<file path="src/rtl/demux_1to2_stream_buf.sv">
// Buffered 1-to-2 stream demux: sel_in=1 -> ch0, sel_in=0 -> ch1, each channel behind its own FIFO.
// Optional macro DEMUX_STATS_EN adds per-channel saturating delivered-word counters.
`timescale 1ns/1ps
module demux_1to2_stream_buf #(
  parameter int DATA_W = 8,
  parameter int DEPTH  = 4
) (
  input  logic              clk_in,
  input  logic              rst_n_in,
  input  logic [DATA_W-1:0] d_in,
  input  logic              sel_in,
  input  logic              valid_in,
  output logic              ready_out,
  output logic [DATA_W-1:0] y0_data_out,
  output logic              y0_valid_out,
  input  logic              y0_ready_in,
  output logic [DATA_W-1:0] y1_data_out,
  output logic              y1_valid_out,
  input  logic              y1_ready_in
`ifdef DEMUX_STATS_EN
  ,
  input  logic              stats_clr_in,
  output logic [15:0]       y0_cnt_out,
  output logic [15:0]       y1_cnt_out
`endif
);

  localparam int PTR_W = $clog2(DEPTH);
  localparam int CNT_W = PTR_W + 1;

  logic [1:0]             full;
  logic [1:0]             valid;
  logic [1:0]             push;
  logic [1:0]             pop;
  logic [1:0]             chan_sel;
  logic [1:0]             cons_ready;
  logic [1:0][DATA_W-1:0] head;
`ifdef DEMUX_STATS_EN
  logic [1:0][15:0]       stat_cnt;
`endif

  // Gated by reset so the producer sees no room while the block is held in reset.
  assign ready_out  = rst_n_in & (sel_in ? ~full[0] : ~full[1]);
  assign chan_sel   = {~sel_in, sel_in};
  assign cons_ready = {y1_ready_in, y0_ready_in};

  assign y0_data_out  = head[0];
  assign y0_valid_out = valid[0];
  assign y1_data_out  = head[1];
  assign y1_valid_out = valid[1];
`ifdef DEMUX_STATS_EN
  assign y0_cnt_out = stat_cnt[0];
  assign y1_cnt_out = stat_cnt[1];
`endif

  genvar gi;
  generate
    for (gi = 0; gi < 2; gi++) begin : g_ch
      logic [DATA_W-1:0] mem_reg [DEPTH];
      logic [PTR_W-1:0]  wr_ptr_reg;
      logic [PTR_W-1:0]  rd_ptr_reg;
      logic [CNT_W-1:0]  count_reg;

      assign push[gi]  = valid_in & ready_out & chan_sel[gi];
      assign pop[gi]   = valid[gi] & cons_ready[gi];
      assign valid[gi] = (count_reg != '0);
      assign full[gi]  = (count_reg == CNT_W'(DEPTH));
      // Storage is reset so the head reads as zero while reset is held.
      assign head[gi]  = mem_reg[rd_ptr_reg];

      always_ff @(posedge clk_in or negedge rst_n_in) begin
        if (!rst_n_in) begin
          for (int i = 0; i < DEPTH; i++) mem_reg[i] <= '0;
        end else if (push[gi]) begin
          mem_reg[wr_ptr_reg] <= d_in;
        end
      end

      always_ff @(posedge clk_in or negedge rst_n_in) begin
        if (!rst_n_in) begin
          wr_ptr_reg <= '0;
          rd_ptr_reg <= '0;
          count_reg  <= '0;
        end else begin
          if (push[gi]) wr_ptr_reg <= wr_ptr_reg + PTR_W'(1);
          if (pop[gi])  rd_ptr_reg <= rd_ptr_reg + PTR_W'(1);
          case ({push[gi], pop[gi]})
            2'b10:   count_reg <= count_reg + CNT_W'(1);
            2'b01:   count_reg <= count_reg - CNT_W'(1);
            default: count_reg <= count_reg;
          endcase
        end
      end

`ifdef DEMUX_STATS_EN
      logic [15:0] cnt_reg;

      always_ff @(posedge clk_in or negedge rst_n_in) begin
        if (!rst_n_in) begin
          cnt_reg <= '0;
        end else if (stats_clr_in) begin
          cnt_reg <= '0;
        end else if (pop[gi] && cnt_reg != 16'hFFFF) begin
          cnt_reg <= cnt_reg + 16'd1;
        end
      end

      assign stat_cnt[gi] = cnt_reg;
`endif
    end
  endgenerate

endmodule

</file>
<file path="config.mk">
export PLATFORM = sky130hd
export DESIGN_NAME = demux_1to2_stream_buf
export DESIGN_NICKNAME = d
export VERILOG_FILES = /design/src/rtl/demux_1to2_stream_buf.sv
export SDC_FILE = /design/constraint.sdc
export NUM_CORES = 1
export LEC_CHECK = 0
export ABC_CLOCK_PERIOD_IN_PS = 2100
export CAP_MARGIN = 20
export CORE_ASPECT_RATIO = 0.6
export CORE_MARGIN = 3
export CORE_UTILIZATION = 52
export DETAILED_ROUTE_END_ITERATION = 8
export GPL_TIMING_DRIVEN = 0
export HOLD_SLACK_MARGIN = 0.1
export PLACE_DENSITY = 0.76
export SYNTH_ARGS = -nofsm -noshare
export SYNTH_HDL_FRONTEND = slang
export SYNTH_SLANG_ARGS = --single-unit
</file>
<file path="constraint.sdc">
create_clock -name clk_in -period 2.1 [get_ports clk_in]
set_clock_uncertainty 0.15 [all_clocks]
set_input_delay 0.63 -clock clk_in [delete_from_list [all_inputs] [get_ports clk_in]]
set_output_delay 0.63 -clock clk_in [all_outputs]
set_load 0.1 [all_outputs]
</file>
==> results of run 1 <==
-- worst max-delay path: cells and delay by family, from the launching register on --
kind	cells	cell delay, ns
buf+inv	2	0.38
flops	1	0.36
mux	1	0.55
-- how the worst min path moves through the flow --
stage,startpoint,endpoint,slack (ns),depth (start not counted)
floorplan,rst_n_in,g_ch[0].count_reg[0]$_DFFE_PN0P_,0.18,0
global placement,g_ch[0].mem_reg[12]$_DFFE_PN0P_,g_ch[0].mem_reg[12]$_DFFE_PN0P_,0.33,1
detailed placement,rst_n_in,g_ch[1].mem_reg[27]$_DFFE_PN0P_,0.33,1
CTS,rst_n_in,g_ch[0].count_reg[1]$_DFFE_PN0P_,0.19,3
global route,rst_n_in,g_ch[0].count_reg[0]$_DFFE_PN0P_,0.20,3
finish,rst_n_in,g_ch[0].mem_reg[28]$_DFFE_PN0P_,0.20,3
-- final cells by class --
type	instances	area [sq um]	area share (%)
buffer	3	45.0	0.901
clock buffer	11	243	4.86
clock inverter	5	58.8	1.18
inverter	12	45.0	0.901
multi-input combinational	136	1740	34.9
sequential	78	1960	39.1
tap	87	109	2.18
timing repair buffer	71	798	16.0
-- placed cells by master (no fill, tap or decap), drive strengths merged --
cell            n
clkinvlp        2
clkbuf         11
nor4b           4
mux4           16
nor2            2
bufbuf          2
xnor2           6
inv            12
nor3b           3
bufinv          1
o31a            2
dfrtp          78
dlygate4sd3     1
nand2           8
xor2            6
clkdlybuf4s50  10
and2            1
buf            60
clkinv          2
mux2           66
mux2i           3
or3             2
clkdlybuf4s15   1
fa              2
nor3            5
ha             10
-- per-stage QoR --
| stage | worst slack (ns) | instance area, sq um |
|---|---|---|
| 5_1_grt | -0.346 | 5000 |
| 3_3_place_gp | -4.04 | 4160 |
| 2_1_floorplan | -0.160 | 3730 |
| 4_1_cts | -0.318 | 4840 |
| 6_report | -0.300 | 5000 |
| 3_5_place_dp | -1.51 | 4180 |
-- Yosys cell counts (all sizes together) --
cell,number
dfrtp,78
mux2,66
mux4,16
inv,12
ha,10
nand2,7
xnor2,6
xor2,6
buf,5
nor3,5
nor4b,4
mux2i,3
nor3b,3
fa,2
nor2,2
o31a,2
or3,2
and2,1
-- logic make-up (layout without fill, tap and decap cells) --
| logic type | count (synthesis) | after routing | synth area share [%] |
|---|---|---|---|
| AND/OR/NAND/NOR | 24 | 25 | 6.36 |
| AO/OA/AOI/OAI | 2 | 2 | 0.476 |
| buffers and inverters | 17 | 102 | 2.01 |
| adder cells (fa/ha/maj) | 12 | 12 | 4.49 |
| flip-flops | 78 | 78 | 53.0 |
| XOR/XNOR | 12 | 12 | 2.86 |
| multiplexers | 85 | 85 | 30.8 |
-- layer usage --
metal | vias up | track usage [%]
met1 | 1145 | 29.9
li1 | 1003 | -
met5 | - | 0
met2 | 40 | 31.0
met4 | 0 | 5.53
met3 | 5 | 5.73
-- repair_timing --
action | 4_1_cts | 5_1_grt
buffers inserted | 22 | 13
pin swaps | 11 | 9
gates cloned | 3 | 0
setup endpoints to repair | 89 | 36
hold buffers | 1 | 0
gates resized for setup | 160 | 13
endpoints found under the hold margin | 10 | 0
==> flow_summary_export.csv, run 1 <==
group,metric,value,unit
run_status,status,"complete, but fails checks",
run_status,violations,"setup timing",
critical_path,r2r_slack,-0.04,ns
cts,cts.sinks,78,
timing,setup_viol,21,
place,gp_congestion,0.735,
yosys,synthTopCellsByArea,"dfrtp_1 53%, mux2_2 20%, mux4_2 9.8%, ha_1 3.4%, nor4b_4 2.6%",
floorplan,num_rows,23,
timing,setup_tns,-4.79,ns
yosys,synth_cells,230,
critical_path,crit_end,"y1_data_out[4]",
timing,setup_ws,-0.300,ns
cells_and_area,largest_reg_flops,64,
cts,clkTransAtPathRegs,0.06,ns
routing,drt-pass1-iter-count,4,
floorplan,core_area,6760,sq um
global_route,first_global_vias,2322,
critical_path,cp-end-kind,"output pin",
critical_path,slowest_stage,"mux4_2",
routing,vias,2193,
critical_path,reg2reg_to,"g_ch[0].count_reg[2]$_DFFE_PN0P_",
floorplan,die_y,71.2,um
cts,clockBufferDepth,2,
worst_hold_path,worstHoldPathType,"input port to asynchronous set/reset pin",
critical_path,crit_type,"register to output pin",
global_route,grt_pass1_wl,12500,um
yosys,synth_warnings,0,
yosys,yosysTopAreaCell,"dfrtp_1",
place,port_buffers,32,
timing,max_slew_margin,67.0,%
global_route,grt_max_degree,36,
floorplan,die-area,8160,sq um
routing,ant_nets,0,
critical_path,timing.rr.start,"g_ch[0].count_reg[0]$_DFFE_PN0P_",
yosys,synth.distinct_cells,24,
timing,max_clock_freq,417,MHz
critical_path,reg2reg_depth,10,
routing,met1_length,3690,um
floorplan,dieWidth,115,um
floorplan,io-pin-count,33,
critical_path,arrival,1.62,ns
yosys,synth_seq_cells,78,
cts,clock_latency,0.33,ns
routing,route.met3.wl,301,um
yosys,netlist_area,3680,sq um
yosys,ys_seq_area_share,53.0,%
cells_and_area,nNetsFinal,337,
cts,cts-root-buf,"clkbuf_16",
critical_path,path_cells,"buf_8 > mux4_2 > buf_6",
timing,worst_pin_slew,0.493,ns
global_route,grt-ovfl-total,0,
routing,drc,0,
critical_path,cp-start-kind,"register",
routing,dr_wl_met2,3560,um
cells_and_area,diodes,0,
cells_and_area,layoutNonFillerInstCount,403,
cells_and_area,post-route-util,73.9,%
critical_path,required,1.32,ns
critical_path,max_stage_delay,0.55,ns
routing,dr.max_layer_used,"met4",
timing,hold_viol_final,0,
routing,drt_iter0_markers,88,
global_route,antenna_found_initial,0,
routing,via_per_inst,5.44,
routing,wl_per_cell,18.9,um
cts,cts_tree,"done",
yosys,syn_area_per_cell,16.0,sq um
routing,drt-total-wl,7610,um
timing,report.final.slew_viol_count,0,
cts,numCtsBuffers,9,
place,dp.cells,350,
yosys,synth_top_area_share,53.0,%
timing,fin_crit,2.40,ns
cts,htree_levels,3,
cells_and_area,syn2layout_area_growth,35.8,%
timing,holdWs,0.204,ns
cells_and_area,drive_gt1_share,58.5,%
global_route,grt_usage,20.6,%
yosys,syn_nets,256,
timing,fin_crit_sh,114,%
flow_run,cap_violations,0,
critical_path,crit_path_max_fanout,10,
critical_path,startpoint,"g_ch[1].rd_ptr_reg[0]$_DFFE_PN0P_",
cells_and_area,fill_cells,431,
timing,rsz0062_at_grt,"true",
place,dp_hpwl,4380,um
floorplan,start_util,54.4,%
Power of run 1 is left out: the tool's default activity adds up to more than one toggle a clock period on the data nets, which glitch-free logic cannot reach.
==> run 2: changes to the inputs <==
--- a/config.mk
+++ b/config.mk
@@ -11,7 +11,7 @@
 export CORE_MARGIN = 3
 export CORE_UTILIZATION = 52
 export DETAILED_ROUTE_END_ITERATION = 8
-export GPL_TIMING_DRIVEN = 0
+export GPL_TIMING_DRIVEN = 1
 export HOLD_SLACK_MARGIN = 0.1
 export PLACE_DENSITY = 0.76
 export SYNTH_ARGS = -nofsm -noshare
==> run 2 against run 1 <==
Against the previous run:
- the flow still finishes with violations (setup timing)
- maximum frequency grew 1.1%
- sequential share of layout area decreased by 0.27 points
- register-to-register slack about the same
- critical path depth unchanged
- hold slack got worse by 0.087 ns
- cell count is 0.25% lower
==> flow_summary_export.csv, run 2 (synthesis results as in run 1) <==
group,metric,value,unit
run_status,status,"complete, but fails checks",
run_status,violations,"setup timing",
cells_and_area,layout_commonest_cell,"dfrtp_1",
cts,htree_levels,3,
floorplan,start_util,54.4,%
critical_path,startpoint,"g_ch[1].rd_ptr_reg[0]$_DFFE_PN0P_",
critical_path,required,1.32,ns
cts,clkTransAtPathRegs,0.06,ns
critical_path,cp-start-kind,"register",
routing,drt-total-wl,7520,um
critical_path,timing.rr.start,"g_ch[0].count_reg[2]$_DFFE_PN0P_",
place,port_buffers,32,
cells_and_area,nNetsFinal,336,
routing,ant_nets,0,
timing,max_slew_margin,40.0,%
timing,fin_crit_sh,113,%
place,dp_hpwl,4920,um
floorplan,die_y,71.2,um
floorplan,num_rows,23,
critical_path,cp-end-kind,"output pin",
critical_path,crit_type,"register to output pin",
global_route,grt_pass1_wl,12400,um
global_route,antenna_found_initial,0,
cells_and_area,drive_gt1_share,58.4,%
floorplan,io-pin-count,33,
timing,setup_viol,21,
global_route,top_usage_layer,"met2",
cts,cts.sinks,78,
timing,worst_pin_slew,0.901,ns
cells_and_area,post-route-util,74.4,%
timing,rsz0062_at_grt,"true",
timing,max_clock_freq,421,MHz
flow_run,cap_violations,0,
global_route,met3_usage,4.36,%
global_route,grt_max_degree,74,
critical_path,r2r_slack,-0.03,ns
place,gp_congestion,0.720,
floorplan,die-area,8160,sq um
global_route,grt_usage,20.4,%
timing,hold_viol_final,0,
worst_hold_path,worstHoldPathType,"input port to asynchronous set/reset pin",
timing,fin_crit,2.37,ns
routing,drt-pass1-iter-count,4,
cells_and_area,syn2layout_area_growth,36.6,%
routing,via_per_inst,5.40,
cts,cts-root-buf,"clkbuf_16",
cts,numCtsBuffers,9,
cells_and_area,diodes,0,
timing,report.final.slew_viol_count,0,
floorplan,core_area,6760,sq um
cells_and_area,largest_reg_flops,64,
routing,drt_iter0_markers,73,
global_route,use_met2,33.0,%
cts,clockBufferDepth,2,
floorplan,dieWidth,115,um
cells_and_area,layout_common_cells,"76 x dfrtp_1, 66 x mux2_2, 37 x buf_4",
routing,wl_per_cell,18.7,um
critical_path,arrival,1.59,ns
global_route,grtUsageMet1,28.0,%
routing,vias,2170,
critical_path,crit_end,"y1_data_out[5]",
routing,drc,0,
critical_path,reg2reg_to,"g_ch[0].count_reg[2]$_DFFE_PN0P_",
cts,clock_latency,0.33,ns
global_route,grt-ovfl-total,0,
critical_path,reg2reg_depth,10,
critical_path,crit_path_max_fanout,9,
timing,setup_ws,-0.274,ns
global_route,first_global_vias,2377,
cts,cts_tree,"done",
[run 2: cell types whose count changed in the layout (fill, tap and decap cells not counted), sizes merged, moves of 2 or more]
cell | previous run | this run
dlygate4sd2 | 0 | 3
clkinvlp | 2 | 0
clkdlybuf4s50 | 10 | 8
bufinv | 1 | 4
buf | 60 | 62
bufbuf | 2 | 0
[run 2: how the worst min path moves through the flow]
stage | from | to | slack, ns | cells past startpoint
2_1_floorplan | rst_n_in | g_ch[0].count_reg[0]$_DFFE_PN0P_ | 0.18 | 0
3_3_place_gp | g_ch[0].mem_reg[10]$_DFFE_PN0P_ | g_ch[0].mem_reg[10]$_DFFE_PN0P_ | 0.34 | 1
3_5_place_dp | g_ch[0].mem_reg[24]$_DFFE_PN0P_ | g_ch[0].mem_reg[24]$_DFFE_PN0P_ | 0.34 | 1
4_1_cts | rst_n_in | g_ch[1].wr_ptr_reg[0]$_DFFE_PN0P_ | 0.11 | 2
5_1_grt | rst_n_in | g_ch[1].wr_ptr_reg[0]$_DFFE_PN0P_ | 0.11 | 2
6_report | rst_n_in | g_ch[1].wr_ptr_reg[0]$_DFFE_PN0P_ | 0.12 | 2
[run 2: area by class of cell]
class	instances	area, sq um
clock buffers	10	229
clock inverters	6	134
fillers	429	1730
inverters	12	45.0
multi-input cells	135	1710
flip-flops and latches	78	1950
well taps	87	109
repair buffers	74	852
[run 2: through the flow]
stage / instance area (sq um) / TNS [ns] / hold WS, ns / std cells / setup WS, ns
detailed placement: 4520 / -26.10 / 0.341 / 371 / -0.599
finish: 5030 / -4.45 / 0.118 / 402 / -0.274
global placement: 4520 / -24.63 / 0.336 / 371 / -0.549
floorplan: 3730 / -0.330 / 0.184 / 230 / -0.160
CTS: 4980 / -4.62 / 0.107 / 396 / -0.290
global route: 5030 / -5.75 / 0.114 / 402 / -0.321
[run 2: worst max-delay path: stages (launching register included)]
cell and delay, ns:
dfrtp_1 0.37, buf_12 0.15, mux4_2 0.55, buf_12 0.19
[run 2: repair_timing]
action,in CTS,in global routing
hold buffers,0,0
pin swaps,10,9
endpoints found under the setup margin,55,22
setup buffers,9,6
resized for setup,15,2
[run 2: metal layers]
layer,vias up,wire length (um)
met1,1124,3440
met3,9,286
met4,0,85
met2,40,3710
li1,997,-
met5,-,0
Power of run 2 is left out for the same reason.
